File: src/rtl/sva_window_monitor.sv
// Hardware checker for $rose(trig) |-> ##[MIN_DLY:MAX_DLY] resp, disable iff (disable_i).
// Tracks up to DEPTH overlapping attempts in age-counting slots; all outputs are registered.
module sva_window_monitor #(
  parameter int MIN_DLY = 1,
  parameter int MAX_DLY = 10,
  parameter int DEPTH   = 4,
  parameter int CNT_W   = 16
) (
  input  logic                         clk,
  input  logic                         rst,
  input  logic                         trig,
  input  logic                         resp,
  input  logic                         disable_i,
  output logic [$clog2(DEPTH+1)-1:0]   pass_o,
  output logic [$clog2(DEPTH+1)-1:0]   fail_o,
  output logic                         overflow_o,
  output logic [$clog2(DEPTH+1)-1:0]   pending_o,
  output logic [CNT_W-1:0]             pass_total_o,
  output logic [CNT_W-1:0]             fail_total_o
);

  localparam int CW = $clog2(DEPTH+1);
  localparam int AW = $clog2(MAX_DLY+1);
  localparam int SW = ((CNT_W > CW) ? CNT_W : CW) + 1;
  localparam logic [AW-1:0] MIN_A = AW'(MIN_DLY);
  localparam logic [AW-1:0] MAX_A = AW'(MAX_DLY);
  localparam logic [SW-1:0] SAT   = SW'({CNT_W{1'b1}});

  logic             trig_prev;
  logic [DEPTH-1:0] valid;
  logic [AW-1:0]    age [DEPTH];

  logic             rose;
  logic [DEPTH-1:0] valid_n;
  logic [AW-1:0]    age_n [DEPTH];
  logic [AW-1:0]    a;
  logic [CW-1:0]    pass_n;
  logic [CW-1:0]    fail_n;
  logic [CW-1:0]    pend_n;
  logic             ovf_n;
  logic             alloc_done;
  logic [SW-1:0]    psum;
  logic [SW-1:0]    fsum;
  logic [CNT_W-1:0] ptot_n;
  logic [CNT_W-1:0] ftot_n;

  always_comb begin
    rose       = trig & ~trig_prev;
    valid_n    = '0;
    a          = '0;
    pass_n     = '0;
    fail_n     = '0;
    pend_n     = '0;
    ovf_n      = 1'b0;
    alloc_done = 1'b0;
    for (int i = 0; i < DEPTH; i++) age_n[i] = age[i];

    if (!disable_i) begin
      // Resolve live attempts first so a slot freed this edge can take the new trigger.
      for (int i = 0; i < DEPTH; i++) begin
        if (valid[i]) begin
          a = age[i] + AW'(1);
          if (resp && (a >= MIN_A)) begin
            pass_n = pass_n + CW'(1);
          end else if (a == MAX_A) begin
            fail_n = fail_n + CW'(1);
          end else begin
            valid_n[i] = 1'b1;
            age_n[i]   = a;
          end
        end
      end
      if (rose) begin
        for (int i = 0; i < DEPTH; i++) begin
          if (!alloc_done && !valid_n[i]) begin
            valid_n[i] = 1'b1;
            age_n[i]   = '0;
            alloc_done = 1'b1;
          end
        end
        ovf_n = ~alloc_done;
      end
    end

    for (int i = 0; i < DEPTH; i++) pend_n = pend_n + CW'(valid_n[i]);

    // Counts are zero on a disable edge, so the totals hold without a special case.
    psum   = SW'(pass_total_o) + SW'(pass_n);
    fsum   = SW'(fail_total_o) + SW'(fail_n);
    ptot_n = (psum > SAT) ? {CNT_W{1'b1}} : psum[CNT_W-1:0];
    ftot_n = (fsum > SAT) ? {CNT_W{1'b1}} : fsum[CNT_W-1:0];
  end

  always_ff @(posedge clk or posedge rst) begin
    if (rst) begin
      trig_prev    <= 1'b0;
      valid        <= '0;
      for (int i = 0; i < DEPTH; i++) age[i] <= '0;
      pass_o       <= '0;
      fail_o       <= '0;
      overflow_o   <= 1'b0;
      pending_o    <= '0;
      pass_total_o <= '0;
      fail_total_o <= '0;
    end else begin
      trig_prev    <= trig;
      valid        <= valid_n;
      for (int i = 0; i < DEPTH; i++) age[i] <= age_n[i];
      pass_o       <= pass_n;
      fail_o       <= fail_n;
      overflow_o   <= ovf_n;
      pending_o    <= pend_n;
      pass_total_o <= ptot_n;
      fail_total_o <= ftot_n;
    end
  end

endmodule

File: config.mk
export PLATFORM = sky130hd
export DESIGN_NAME = sva_window_monitor
export DESIGN_NICKNAME = d
export VERILOG_FILES = /design/src/rtl/sva_window_monitor.sv
export SDC_FILE = /design/constraint.sdc
export NUM_CORES = 1
export LEC_CHECK = 0
export CORE_UTILIZATION = 65
export CTS_CLUSTER_SIZE = 40
export DETAILED_ROUTE_END_ITERATION = 6
export DONT_BUFFER_PORTS = 1
export GPL_TIMING_DRIVEN = 0
export PLACE_DENSITY = 0.81
export SLEW_MARGIN = 30
export SYNTH_ARGS = -nofsm -noshare
export SYNTH_HDL_FRONTEND = slang
export SYNTH_SLANG_ARGS = --single-unit
File: constraint.sdc
create_clock -name clk -period 7.3 [get_ports clk]
set_input_delay 1.825 -clock clk [delete_from_list [all_inputs] [get_ports clk]]
set_output_delay 1.825 -clock clk [all_outputs]
set_load 0.05 [all_outputs]
==> flow_summary.ini, run 1 <==
[status]
outcome = completed

[global_route]
grt_use_total_pct = 28.18
grt_pass1_vias = 2883
grt_max_degree = 36
grt_pass1_wl_um = 13140
grt_antenna_before_repair = 0
grt-ovfl-total = 0

[clocking]
cts_tree = done
clk_pin_slew_ns = 0.08
clock-sinks = 63
cts-buffers-inserted = 9
cts_resized = 0
post-cts-setup-buffers = 0
cts_root_buf = clkbuf_8
htreeDepth = 3
clockBufferDepth = 2
cts_hold_buf = 0
clk_latency_ns = 0.35

[timing]
maxSlewHeadroom_pct = 59.79
setup_viol = 0
hold_slack_ns = 0.5651
fin_crit_sh_pct = 74.07
finalHoldViolations = 0
max_clock_freq_ghz = 0.1850
finalCriticalPeriod_ns = 5.407
worst_pin_slew_ns = 0.5986
final.setup.tns_ns = 0
finClkSkew_ns = 0.008828
layout_setup_ws_ns = 1.893
slew_violations = 0
rsz0062_at_grt = false

[pwr]
swShare_pct = 31.02
switching_power_w = 0.0002504
p_int_w = 0.0005568
power_per_cell_area_nw_per_um2 = 196.2
clkPwrFrac_pct = 37.9
pwr-share-seq_pct = 52.8
leakage_nw = 2.027
total_power_w = 0.0008072
comb_power_share_pct = 9.3
ir_worst_vdd_mv = 0.1558

[synth]
synth-seq-area-share_pct = 41.43
yosys.area_share.simple_pct = 21.21
synth_top_cell_area_share_pct = 41.43
yosysTopAreaCell = dfrtp_1
netlist_area_um2 = 3805
ys_warn_count = 0
synth_nets = 420
synth_top_family_by_area = simple AND/OR/NAND/NOR gates
synth_cell_types = 64
synthCells = 386
synth_compound_area_share_pct = 14.86
synth-adder-area-share_pct = 10.13
synthXorXnorAreaFrac_pct = 5.985
ys_seq_elements = 63
synth-edff-count = 0
syn_avg_cell_area_um2 = 9.857
netlist_top_cells_area = dfrtp_1, ha_1, nand2_1
async_flop_share_pct = 100.0
synthMuxAreaShare_pct = 2.795
synth_ff_type = dfrtp_1

[worst_setup_path]
crit_path_frequent_cell = ha_1
crit_arrival_ns = 5.62
reg2reg_from = age[12]
slowest_delay_ns = 0.47
critical_path_class = in2reg
path_cells = inv_1 > a32oi_2 > o21ba_4 > ha_1 > mux2i_4 > inv_1 > ha_1 > mux2_2 > ha_1 > nand3_1 > a21oi_1 > fa_1 > a21o_1 > nor2b_1 > nand4_1 > clkbuf_1 > nand2_1
cp_slowest_cell = fa_1
worstPathRequired_ns = 7.51
end_kind = register
r2r_cells = 18
r2r-end = fail_total_o[11]
start_kind = primary input
cp_max_fo = 10
r2r_slack_ns = 2.49

[layout]
drive_gt1_share_pct = 11.41
regArea_um2 = 1577
multi_input_area_um2 = 2092
num_antenna_cells = 0
fill_cells = 398
num-nets-final = 432
fin_cells = 475
synthToLayoutAreaGrowth_pct = 8.155

[floorplanning]
dieHeight_um = 78.51
dieArea_um2 = 6164
initial_core_util_pct = 68.26
die_w_um = 78.51
coreArea_um2 = 5574
rows = 27
pin_count = 47

[drt]
dr_total_vias = 2866
vias_per_cell = 6.034
ant_nets = 0
route.detailed.wl_per_inst_um = 16.36
drtIter0Drc = 179
drt-total-wl_um = 7772
first_pass_iters = 4
post-route-drc-count = 0

[placed_design]
place.gp.congestion = 0.8396
placed_cells = 459
dpl.hpwl_um = 5480
post-place-ws_ns = 1.586
io_buffers = 0

[hold_path]
min_path_type = reg2reg
worstHoldPathCells = 1
hp-start = age[11]
hold-path-endpoint = age[11]

[flow_run]
cap_violations = 0
state kept, by name, summed over array words and instances, names as in the netlist:
| name | count |
|---|---|
| fail_o | 3 |
| fail_total_o | 16 |
| pass_o | 3 |
| pass_total_o | 16 |
| age | 16 |
| valid | 4 |
| overflow_o | 1 |
| pending_o | 3 |
| trig_prev | 1 |
cell usage in the layout, fill, tap and decap left out, types with 4 or more instances in the layout:
cell type / n
and3_1: 8
ha_1: 26
a21oi_1: 14
inv_1: 24
mux2i_1: 5
nand4_1: 10
nor2_1: 24
xnor2_1: 12
nand2b_1: 5
nand2_1: 51
clkbuf_8: 9
dfrtp_1: 63
a21o_1: 4
clkbuf_1: 4
buf_2: 4
o21ai_0: 11
a31oi_1: 6
xor2_1: 14
nor3_1: 4
nand3_1: 21
cells in the mapped netlist (3+ instances only):
| cell | n |
|---|---|
| nor3b_1 | 3 |
| nor3_1 | 4 |
| and4b_1 | 3 |
| a21o_1 | 4 |
| mux2i_1 | 5 |
| and3b_1 | 3 |
| inv_1 | 25 |
| and2_1 | 3 |
| o22ai_1 | 3 |
| a31oi_1 | 6 |
| buf_2 | 4 |
| a21oi_1 | 14 |
| nand2_1 | 51 |
| a21bo_2 | 3 |
| nand2b_1 | 5 |
| mux2_2 | 3 |
| nand4_1 | 10 |
| xor2_1 | 14 |
| dfrtp_1 | 63 |
| ha_1 | 26 |
| o21ai_0 | 11 |
| xnor2_1 | 12 |
| nor2_1 | 24 |
| nand3b_1 | 3 |
| and3_1 | 8 |
| nor4_1 | 3 |
| nand3_1 | 21 |
| a22o_1 | 3 |
| clkbuf_1 | 3 |
| fa_1 | 3 |
layout make-up:
cell class	count	share of cell area (%)
plain buffers	8	1.034
clock buffers	10	3.101
clock inverters	6	1.703
inverters	25	2.341
multi-input cells	290	50.84
flip-flops and latches	63	38.31
well taps	72	2.189
repair buffers	1	0.4865
power groups by stage:
| stage | combinational [W] | clock [W] | sequential, W |
|---|---|---|---|
| floorplan | 0.0000584 | 0 | 0.000426 |
| global placement | 0.0000688 | 0 | 0.000431 |
| detailed placement | 0.0000740 | 0 | 0.000433 |
| CTS | 0.0000763 | 0.000309 | 0.000426 |
| global route | 0.0000856 | 0.000321 | 0.000429 |
| finish | 0.0000751 | 0.000306 | 0.000426 |
layer usage:
layer,part of all wire (%),vias to the layer above,global-route usage (%)
met5,0,-,0
met3,5.0,17,8.023
met2,49,60,46.26
met4,2.3,0,14.26
met1,44,1403,33.75
li1,-,1386,-
worst max-delay path, delay by kind of cell:
kind / cells / cell delay (ns)
and+or+nand+nor: 4 / 0.50
muxes: 2 / 0.50
AOI/OAI and AO/OA: 4 / 0.90
adders and majority gates: 4 / 1.33
buffers and inverters: 3 / 0.56
stage by stage:
step | util, % | area (um2)
floorplan | - | 3805
global placement | 69.88 | 3895
detailed placement | 70.28 | 3918
CTS | 73.83 | 4115
global route | 73.83 | 4115
finish | 73.83 | 4115
cell families after synthesis:
logic type | Yosys count
and+or+nand+nor | 153
DFF | 63
AOI/OAI and AO/OA | 73
xor gates and xnor gates | 26
adders and majority gates | 29
muxes | 9
buffers and inverters | 33
worst max-delay path by stage:
stage / to / cells past startpoint / from / slack (ns)
after floorplan: fail_total_o[13] / 17 / resp / 2.04
after global placement: fail_total_o[2] / 17 / resp / 1.66
after detailed placement: fail_total_o[11] / 17 / resp / 1.59
after CTS: fail_total_o[11] / 17 / resp / 1.92
after global routing: fail_total_o[2] / 17 / resp / 1.66
final: fail_total_o[11] / 17 / resp / 1.89
No activity file was read; power rests on OpenSTA's default activity.
==> run 2, diff against run 1 <==
--- a/config.mk
+++ b/config.mk
@@ -5,12 +5,12 @@
 export SDC_FILE = /design/constraint.sdc
 export NUM_CORES = 1
 export LEC_CHECK = 0
-export CORE_UTILIZATION = 65
+export CORE_UTILIZATION = 58
 export CTS_CLUSTER_SIZE = 40
 export DETAILED_ROUTE_END_ITERATION = 6
 export DONT_BUFFER_PORTS = 1
 export GPL_TIMING_DRIVEN = 0
-export PLACE_DENSITY = 0.81
+export PLACE_DENSITY = 0.76
 export SLEW_MARGIN = 30
 export SYNTH_ARGS = -nofsm -noshare
 export SYNTH_HDL_FRONTEND = slang
==> constraint.sdc (replaced) <==
create_clock -name clk -period 4.5 [get_ports clk]
set_input_delay 1.125 -clock clk [delete_from_list [all_inputs] [get_ports clk]]
set_output_delay 1.125 -clock clk [all_outputs]
set_load 0.05 [all_outputs]
==> run 2 against run 1 <==
Global-route usage decreased by 4.5 points. Count of clock-buffer cells in the layout is 2 higher. Final cell count increased by 2.5%. Routed wire length is 2.5% lower. Register-to-register slack got worse by 2.2 ns.
==> flow_summary.ini, run 2 (synthesized netlist as in run 1, its figures left out) <==
[layout]
regArea_um2 = 1578
final_util_pct = 66.66
final_common_cell = dfrtp_1
final_cell_mix = dfrtp_1, nand2_1, ha_1
num_antenna_cells = 0
drive_gt1_share_pct = 15.85
synthToLayoutAreaGrowth_pct = 11.25
fill_cells = 474
multi_input_area_um2 = 2128
num-nets-final = 440
reg_top3 = age (16), fail_total_o (16), pass_total_o (16)

[worst_setup_path]
worstPathRequired_ns = 4.72
cp_max_fo = 6
startpoint = resp
crit_arrival_ns = 4.49
crit_path_frequent_cell = ha_1
critical_path_class = in2reg
start_kind = primary input
path_cells = inv_1 > a32oi_2 > o21ba_4 > ha_1 > mux2i_4 > inv_1 > ha_1 > mux2_2 > ha_1 > nand3_1 > xnor2_1 > nor2_1 > ha_1 > a21o_1 > nand4_1 > nor2_2 > nand3_1 > nor3_2 > a21oi_1
cp_slowest_cell = ha_1
r2r-end = fail_total_o[14]
end_kind = register
endpoint = fail_total_o[14]
reg2reg_from = age[12]
r2r_cells = 21
r2r_slack_ns = 0.26
slowest_delay_ns = 0.35

[timing]
max_clock_freq_ghz = 0.2344
maxSlewHeadroom_pct = 56.37
fin_crit_sh_pct = 94.82
finalCriticalPeriod_ns = 4.267
worst_pin_slew_ns = 0.6544
finalHoldViolations = 0
setup_viol = 0
rsz0062_at_grt = true
slew_violations = 0
finClkSkew_ns = 0.01078

[clocking]
htreeDepth = 3
clk_latency_ns = 0.34
cts_hold_buf = 0
clock-sinks = 63
cts-buffers-inserted = 9
clk_pin_slew_ns = 0.08
cts_tree = done
clockBufferDepth = 2
cts_root_buf = clkbuf_8

[floorplanning]
rows = 29
dieArea_um2 = 6888
initial_core_util_pct = 59.92
die_w_um = 83.00
dieHeight_um = 83.00
pin_count = 47
coreArea_um2 = 6350

[status]
outcome = completed

[drt]
first_pass_iters = 4
post-route-drc-count = 0
ant_nets = 0
dr_total_vias = 2877
route.detailed.wl_per_inst_um = 15.55
drt-total-wl_um = 7575
vias_per_cell = 5.908
drtIter0Drc = 123

[placed_design]
io_buffers = 0
place.gp.congestion = 0.8570
dpl.hpwl_um = 5460

[global_route]
grt_antenna_before_repair = 0
grt_max_degree = 53
grt_use_total_pct = 23.71
grt_pass1_vias = 2854
grt_pass1_wl_um = 13130
grt-ovfl-total = 0

[pwr]
ir_worst_vdd_mv = 0.2588
power_per_cell_area_nw_per_um2 = 309.9
total_power_w = 0.001312
leakage_nw = 2.085

[hold_path]
min_path_type = in2async

[flow_run]
cap_violations = 0
run 2: cell count changes in the layout (fill, tap and decap cells not counted), moves of 2 or more:
| cell | previous run | this run |
|---|---|---|
| nor2_1 | 24 | 22 |
| nor3_2 | 0 | 2 |
| buf_4 | 0 | 9 |
| nor2_2 | 2 | 4 |
| a21oi_2 | 2 | 5 |
| nor3_1 | 4 | 2 |
| clkbuf_8 | 9 | 11 |
| clkinvlp_4 | 3 | 1 |
| a21oi_1 | 14 | 11 |
run 2: metrics by stage:
step / std cells / TNS (ns) / instance area (um2) / hold WS [ns] / setup WS (ns)
floorplan: 386 / 0 / 3810 / 0.4908 / 0.007769
CTS: 480 / 0 / 4150 / 0.5547 / 0.03475
finish: 487 / 0 / 4233 / 0.5600 / 0.2330
global route: 487 / -0.03255 / 4233 / 0.5622 / -0.02194
global placement: 463 / -5.074 / 3906 / 0.5373 / -0.3298
detailed placement: 464 / -6.939 / 3936 / 0.5386 / -0.4418
run 2: final cells by class:
type / instances / share of cell area [%]
Multi-Input combinational cell: 290 / 50.28
Sequential cell: 63 / 37.27
Clock buffer: 12 / 3.665
Inverter: 25 / 2.276
Tap cell: 77 / 2.276
Timing Repair Buffer: 9 / 2.069
Buffer: 8 / 1.153
Clock inverter: 3 / 1.005
run 2: routing by layer:
layer / global-route usage, % / vias to the layer above / share of wire [%] / routed length (um)
met2: 37.41 / 64 / 48 / 3620
met4: 11.76 / 0 / 2.5 / 191
met3: 5.567 / 16 / 5.2 / 393
met5: 0 / - / 0 / 0
li1: - / 1398 / - / -
met1: 30.76 / 1399 / 44 / 3369
run 2: worst min-delay path by stage:
stage	startpoint	to	slack, ns
global route	rst	pass_total_o[13]	0.56
finish	rst	pass_total_o[5]	0.56
global placement	age[11]	age[11]	0.54
detailed placement	age[11]	age[11]	0.54
CTS	rst	pass_total_o[13]	0.55
floorplan	age[11]	age[11]	0.49
run 2: what timing repair did:
action / 4_1_cts / 5_1_grt
buffers inserted: 1 / 7
pin swaps: 1 / 5
endpoints found under the setup margin: 13 / 27
resized for setup: 3 / 10
run 2: worst max-delay path, delay by kind of cell:
kind | cells | cell delay [ns]
AOI/OAI and AO/OA | 4 | 0.66
xor gates and xnor gates | 1 | 0.12
adders and majority gates | 4 | 1.12
buffers and inverters | 2 | 0.16
muxes | 2 | 0.45
and+or+nand+nor | 6 | 0.84
run 2: power breakdown:
| part | internal [W] | leakage (nW) | total, W | switching (W) |
|---|---|---|---|---|
| logic | 0.0000505 | 1.16 | 0.000118 | 0.0000678 |
| registers | 0.000595 | 0.831 | 0.000691 | 0.0000957 |
| clock network | 0.000283 | 0.0985 | 0.000503 | 0.000220 |
